File: src/rtl/rv32_fetch_unit.sv
// rv32_fetch_unit: RV32I fetch stage with in-order imem req/gnt/rvalid handshake,
// a small {pc, instr} queue toward decode, and redirect with stale-response dropping.
module rv32_fetch_unit #(
  parameter logic [31:0] RESET_PC = 32'h0000_0000,
  parameter int          DEPTH    = 2
) (
  input  logic        clk,
  input  logic        rst,
  input  logic        PCSel,
  input  logic [31:0] i_alu_result,
  output logic        o_imem_req,
  output logic [31:0] o_imem_addr,
  input  logic        i_imem_gnt,
  input  logic        i_imem_rvalid,
  input  logic [31:0] i_imem_rdata,
  output logic        o_valid,
  output logic [31:0] o_instruction,
  output logic [31:0] o_pc,
  input  logic        i_ready
);
  localparam int            PW  = $clog2(DEPTH);
  localparam int            CW  = $clog2(DEPTH) + 1;
  localparam logic [CW-1:0] DEP = CW'(DEPTH);
  typedef enum logic [1:0] {RESET, RUN, FLUSH} state_t;
  state_t        state;
  logic [31:0]   fpc, resp_pc, target;
  logic [CW-1:0] outstanding, drop, cnt, inflight, nxt_inflight;
  logic [PW-1:0] rd_ptr, wr_ptr;
  logic [31:0]   q_pc    [DEPTH];
  logic [31:0]   q_instr [DEPTH];
  logic          grant, resp, push, pop, redirect;
  assign target        = i_alu_result & ~32'h3;
  assign pop           = o_valid & i_ready;
  // a head leaving this cycle frees its slot, so back-to-back fetch sustains one per cycle
  assign o_imem_req    = state == RUN && (outstanding + cnt - CW'(pop)) < DEP;
  assign o_imem_addr   = fpc;
  assign grant         = o_imem_req & i_imem_gnt;
  assign inflight      = outstanding + drop;
  assign resp          = i_imem_rvalid && inflight != '0;
  assign push          = resp && state == RUN;
  assign redirect      = PCSel && state != RESET;
  assign nxt_inflight  = inflight + CW'(grant) - CW'(resp);
  assign o_valid       = cnt != '0;
  assign o_instruction = o_valid ? q_instr[rd_ptr] : 32'h0000_0013;
  assign o_pc          = o_valid ? q_pc[rd_ptr] : resp_pc;
  always_ff @(posedge clk or posedge rst)
    if (rst) begin
      state       <= RESET;
      fpc         <= RESET_PC;
      resp_pc     <= RESET_PC;
      outstanding <= '0;
      drop        <= '0;
      cnt         <= '0;
      rd_ptr      <= '0;
      wr_ptr      <= '0;
    end else if (redirect) begin
      state       <= nxt_inflight != '0 ? FLUSH : RUN;
      fpc         <= target;
      resp_pc     <= target;
      drop        <= nxt_inflight;
      outstanding <= '0;
      cnt         <= '0;
      rd_ptr      <= '0;
      wr_ptr      <= '0;
    end else begin
      if (state == RESET || (state == FLUSH && nxt_inflight == '0)) state <= RUN;
      if (grant) fpc <= fpc + 32'd4;
      if (push) resp_pc <= resp_pc + 32'd4;
      if (state == FLUSH) drop <= drop - CW'(resp);
      outstanding <= outstanding + CW'(grant) - CW'(push);
      cnt         <= cnt + CW'(push) - CW'(pop);
      if (push) wr_ptr <= wr_ptr + PW'(1);
      if (pop) rd_ptr <= rd_ptr + PW'(1);
    end
  always_ff @(posedge clk)
    if (push) begin
      q_pc[wr_ptr]    <= resp_pc;
      q_instr[wr_ptr] <= i_imem_rdata;
    end
endmodule

File: config.mk
export PLATFORM = sky130hd
export DESIGN_NAME = rv32_fetch_unit
export DESIGN_NICKNAME = d
export VERILOG_FILES = /design/src/rtl/rv32_fetch_unit.sv
export SDC_FILE = /design/constraint.sdc
export NUM_CORES = 1
export LEC_CHECK = 0
export CORE_ASPECT_RATIO = 0.6
export CORE_MARGIN = 2
export CORE_UTILIZATION = 52
export CTS_CLUSTER_DIAMETER = 50
export CTS_CLUSTER_SIZE = 40
export DETAILED_ROUTE_END_ITERATION = 16
export PLACE_DENSITY = 0.8
export REMOVE_ABC_BUFFERS = 1
export SETUP_SLACK_MARGIN = 0.4
export SLEW_MARGIN = 30
export SYNTH_ARGS = -nofsm -noshare
export SYNTH_HDL_FRONTEND = slang
export SYNTH_SLANG_ARGS = --single-unit
File: constraint.sdc
create_clock -name clk -period 6.2 [get_ports clk]
set_input_delay 1.24 -clock clk [delete_from_list [all_inputs] [get_ports clk]]
set_output_delay 1.24 -clock clk [all_outputs]
set_load 0.02 [all_outputs]
* After elaboration in Yosys (flattened, before gate mapping)
Memories as Yosys holds them, arrays and structs flattened.
Cells that the tools add are included.
** Word-level totals
- Logic and storage cells :: 65
- Bits in writable memories :: 128
- Output and inout port bits :: 98
- Memories :: 2
- Register bits :: 74
** Operators by class
- Bitwise operators :: 2
- Equal/unequal tests :: 2
- $add $sub $neg :: 14
- Muxes and demuxes :: 19
- Reduce and logical (&&, ||, !) cells :: 17
- Order comparisons :: 1
** Memories
- q_instr :: depth 2, bits a word 32, rd ports 1, clocked after memory_dff 0, write ports 1, line 30 : logic [31:0] q_instr [DEPTH];
- q_pc :: depth 2, bits a word 32, rd ports 1, clocked after memory_dff 0, write ports 1, line 29 : logic [31:0] q_pc [DEPTH];
** Operator list (count)
- $mux 32 :: 6
- $add 32x3->32 const B :: 2
- $reduce_bool 2->1 :: 9
- $mux 2 :: 7
- $sub 2x1->2 :: 5
- $add 2x1->2 :: 3
- $mux 1 :: 6
- $logic_and 1x1->1 :: 5
- $add 2x2->2 :: 2
- $logic_not 2->1 :: 2
- $add 1x1->1 const B :: 2
- $and 1x1->1 :: 2
- $eq 2x1->1 const B :: 1
- $eq 2x2->1 const B :: 1
- $lt 2x2->1 const B :: 1
- $logic_or 1x1->1 :: 1

* Depth between registers and ports, before layout
- Depth after elaboration :: 13
- Mapped depth :: 14

* Least setup slack after synthesis
Ideal clock, no wire load.
- Path type :: in2reg
- Start :: input i_imem_rvalid
- End :: memory q_instr[0][0] (enable)
- Path slack :: 1.446 ns
- Data required time :: 5.718 ns
- Stages :: 5
- Arrival :: 4.272 ns
- Path through :: inv_1 > a21o_1 > inv_1 > nand2_1 > nor2_1
** On the way
- Longest elaborated chain between the ends :: 4
** RTL lines
- start, declared :: line 14 : input logic i_imem_rvalid,
- $logic_and 1x1->1 :: line 39 : assign resp = i_imem_rvalid && inflight != '0;
- $logic_and 1x1->1 :: line 40 : assign push = resp && state == RUN;
- $mux 1 :: line 76 : if (push) begin
- $mux 1 (implied by the code) :: line 78 : q_instr[wr_ptr] <= i_imem_rdata;
- end, declared :: line 30
No other way between the ends.

* Worst setup path after layout
- Start :: input i_ready
- End :: output o_imem_req
** On the way
- Longest elaborated chain between the ends :: 4
** RTL lines
- start, declared :: line 19 : input logic i_ready
- $and 1x1->1 :: line 33 : assign pop = o_valid & i_ready;
- $sub 2x1->2 :: line 35 : assign o_imem_req = state == RUN && (outstanding + cnt - CW'(pop)) < DEP;
- $lt 2x2->1 :: line 35
- $logic_and 1x1->1 :: line 35
- end, declared :: line 11 : output logic o_imem_req,
No other way between the ends.

==> impl_results.md <==
* RSZ-0062 raised after global routing: false
* CTS Buf Count at 17
* Post-CTS setup buffer count at 0
* Post-CTS sizing at 0
* MaxCap Viol Count at 0
* Critical path, cell by cell: clkdlybuf4s50_1, nor2b_1, o21ai_0, nor2_1, xnor2_1, nor2_1, clkdlybuf4s50_1
* I/O Pins at 168
* Die width at 173 um
* CTS Hold Bufs at 0
* H-tree levels at 4
* Die area at 18200 sq um
* Leading area contributor after synthesis: edfxtp_1
* Largest delay share family, worst path: buffers and inverters
* Initial antenna violation count at 0
* CTS tree: built
* Routed vias/inst at 5.63
* Layout cells sized above 1 at 6.61%
* CP startpoint kind: input port
* Fill cells at 1178
* Total power at 5.26 mW
* Fraction of registers with async set/reset at 36.1%
* CP endpoint kind: output pin
* CTS clock-pin slew for the worst setup and hold paths at 0.07 ns
* GRT Resource Usage Total at 23.2%
* LEAKAGE at 4.03 nW
* Worst EP required at 4.96 ns
* First-pass DRT Iterations at 5
* DP HPWL at 14300 um
* Slowest-stage cell, CP: clkdlybuf4s50_1
* Synth top area share at 42.0%
* WP buf/inv at 2
* Synthesis-to-finish area growth at 27.6%
* Worst stage delay on the critical path at 0.61 ns
* Initial Utilization at 54.0%
* Std-Cell Rows at 36
* Antenna-violating nets left at 0
* Worst slew pin tran at 0.869 ns
* Worst VDD drop at 0.000268 V
* CP arrival at 3.16 ns
* Setup TNS at 0 ns
* Final Skew at 0.0148 ns
* Syn Area/Cell at 12.0 sq um
* CP Class: in2out
* GPL Wtd Cong at 0.848
* Final Critical Period at 4.40 ns
* Mapped Area at 8870 sq um
* Sequential share of the synthesized area at 61.7%
* Post-synth EDFFs at 124
* Run status: finished, final reports clean
* Ys Warns at 0
* Final hold vios at 0
* Max clock buf depth at 2
* Initial drt markers at 558
* Fin crit share at 71.0%
* Flip-flop and latch area at 5480 sq um
* Vias in the first global route at 5962
* Crit Path Max Fanout at 4
* Hold slack at 0.536 ns
* Peak Freq at 227 MHz
* Largest net degree at the start of global routing at 74
* First-pass GRT wire length at 32800 um
* Port bufs at 161
* Root Driver: clkbuf_16
* Main synth FF type: edfxtp_1
* Diode count at 0
* Die outline height at 105 um
* Remaining global-route overflow at 0
* Endpoints failing setup at 0
* Post-DR wirelength/cell at 18.2 um
* Fin nets at 976
* Slew headroom at 42.1%
* Cell Pwr Density at 465 nW/um^2
* Via count at 6399
* Yosys reg bits at 194
* Worst skew pair latency at 0.42 ns
* Clk sinks at 194
* Tightest Hold Check Type: reg2reg
* Multi-input gate area at 3220 sq um
* Core Footprint at 16400 sq um
* Routed WL at 20700 um
* Synth top area cells: edfxtp_1 42%, dfrtp_1 20%, mux2i_1 7.1%
* DRC Markers at 0
* Final Max Slew Viols at 0
* Synth unique cells at 50
* Cells after Synth at 742
cell families after synthesis:
family                   share of synthesized area, %
AND/OR/NAND/NOR                                  12.1
flip-flops                                       61.7
AO/OA/AOI/OAI                                    8.93
multiplexers                                     7.24
XOR/XNOR                                         6.09
buffers and inverters                            2.44
adder cells (fa/ha/maj)                          1.41
other                                          0.0423
synthesized netlist by cell type, drive strengths merged, types with 2 or more instances:
| cell type | number |
|---|---|
| or3 | 5 |
| dfrtp | 70 |
| a21oi | 49 |
| or4 | 4 |
| nand2 | 57 |
| o21ai | 47 |
| a21o | 2 |
| o2111ai | 10 |
| inv | 14 |
| clkbuf | 26 |
| nor2 | 86 |
| nor2b | 4 |
| xor2 | 33 |
| nor3 | 8 |
| ha | 10 |
| a31oi | 9 |
| o21a | 3 |
| xnor2 | 26 |
| nor4 | 2 |
| nand4 | 11 |
| o31ai | 3 |
| mux2i | 63 |
| nand3 | 20 |
| and3 | 16 |
| and2 | 5 |
| o211ai | 5 |
| nand2b | 3 |
| edfxtp | 124 |
| buf | 13 |
per-layer routing:
layer	wire (um)	vias up	part of all wire (%)	GRT usage, %
met3	1610	17	7.8	5.06
met5	0	-	0	0
li1	-	2995	-	-
met2	8630	300	42	32.0
met1	10200	3087	49	36.8
met4	240	0	1.2	6.04
path summary, 6_finish.rpt:
kind                                  endpoint  slack, ns   startpoint  cells past startpoint
worst min register to register     q_pc[1][31]       0.54  resp_pc[31]                      0
min in group asynchronous       o_imem_addr[3]       1.21          rst                      2
max in group asynchronous               rd_ptr       3.95          rst                      3
worst min-delay path               q_pc[1][31]       0.54  resp_pc[31]                      0
worst max-delay path                o_imem_req       1.80      i_ready                      7
worst max register to register        state[1]       2.99     state[0]                     13
cells in the final DEF, fill, tap and decap left out, types with 7 or more instances in the layout:
master,instances
edfxtp_1,124
xnor2_1,26
buf_4,7
nand3_1,19
nand2_1,56
xor2_1,33
nand4_1,10
ha_1,10
a31oi_1,9
and3_1,15
o21ai_0,44
dfrtp_1,69
nor2_1,84
o2111ai_1,10
clkdlybuf4s50_1,161
inv_1,13
a21oi_1,49
clkbuf_16,17
mux2i_1,63
state kept, by name, indices dropped and copies added, names as in the netlist:
name / flops
cnt: 2
drop: 2
o_imem_addr: 30
outstanding: 2
q_instr: 64
q_pc: 60
rd_ptr: 1
resp_pc: 30
state: 2
wr_ptr: 1
worst register-to-register path: cells and delay by family, from the launching register on:
| kind | cells | cell delay [ns] |
|---|---|---|
| XOR/XNOR | 2 | 0.40 |
| AO/OA/AOI/OAI | 2 | 0.36 |
| adder cells (fa/ha/maj) | 2 | 0.48 |
| flip-flops | 1 | 0.61 |
| buffers and inverters | 2 | 0.33 |
| AND/OR/NAND/NOR | 5 | 0.93 |
where the power goes:
part | switching (mW) | internal [mW] | total (mW)
combinational | 1.21 | 0.998 | 2.20
sequential | 0.348 | 1.69 | 2.03
clock | 0.500 | 0.525 | 1.03
total | 2.06 | 3.21 | 5.26
metrics by stage:
| stage | cell area, sq um | setup slack, ns | instances | utilization, % |
|---|---|---|---|---|
| CTS | 11300 | 1.81 | 1136 | 68.9 |
| finish | 11300 | 1.80 | 1136 | 68.9 |
| global placement | 10700 | 1.89 | 1102 | 65.1 |
| global route | 11300 | 1.71 | 1136 | 68.9 |
| detailed placement | 10800 | 1.80 | 1105 | 65.5 |
| floorplan | 8720 | 0.910 | 706 | - |
cell type report:
class	count	share of cell area, %
Tap cell	228	2.52
Clock inverter	14	1.09
Sequential cell	194	48.4
Inverter	14	0.464
Multi-Input combinational cell	498	28.5
Timing Repair Buffer	171	15.3
Clock buffer	17	3.76
(Power assumes the default switching activity.)
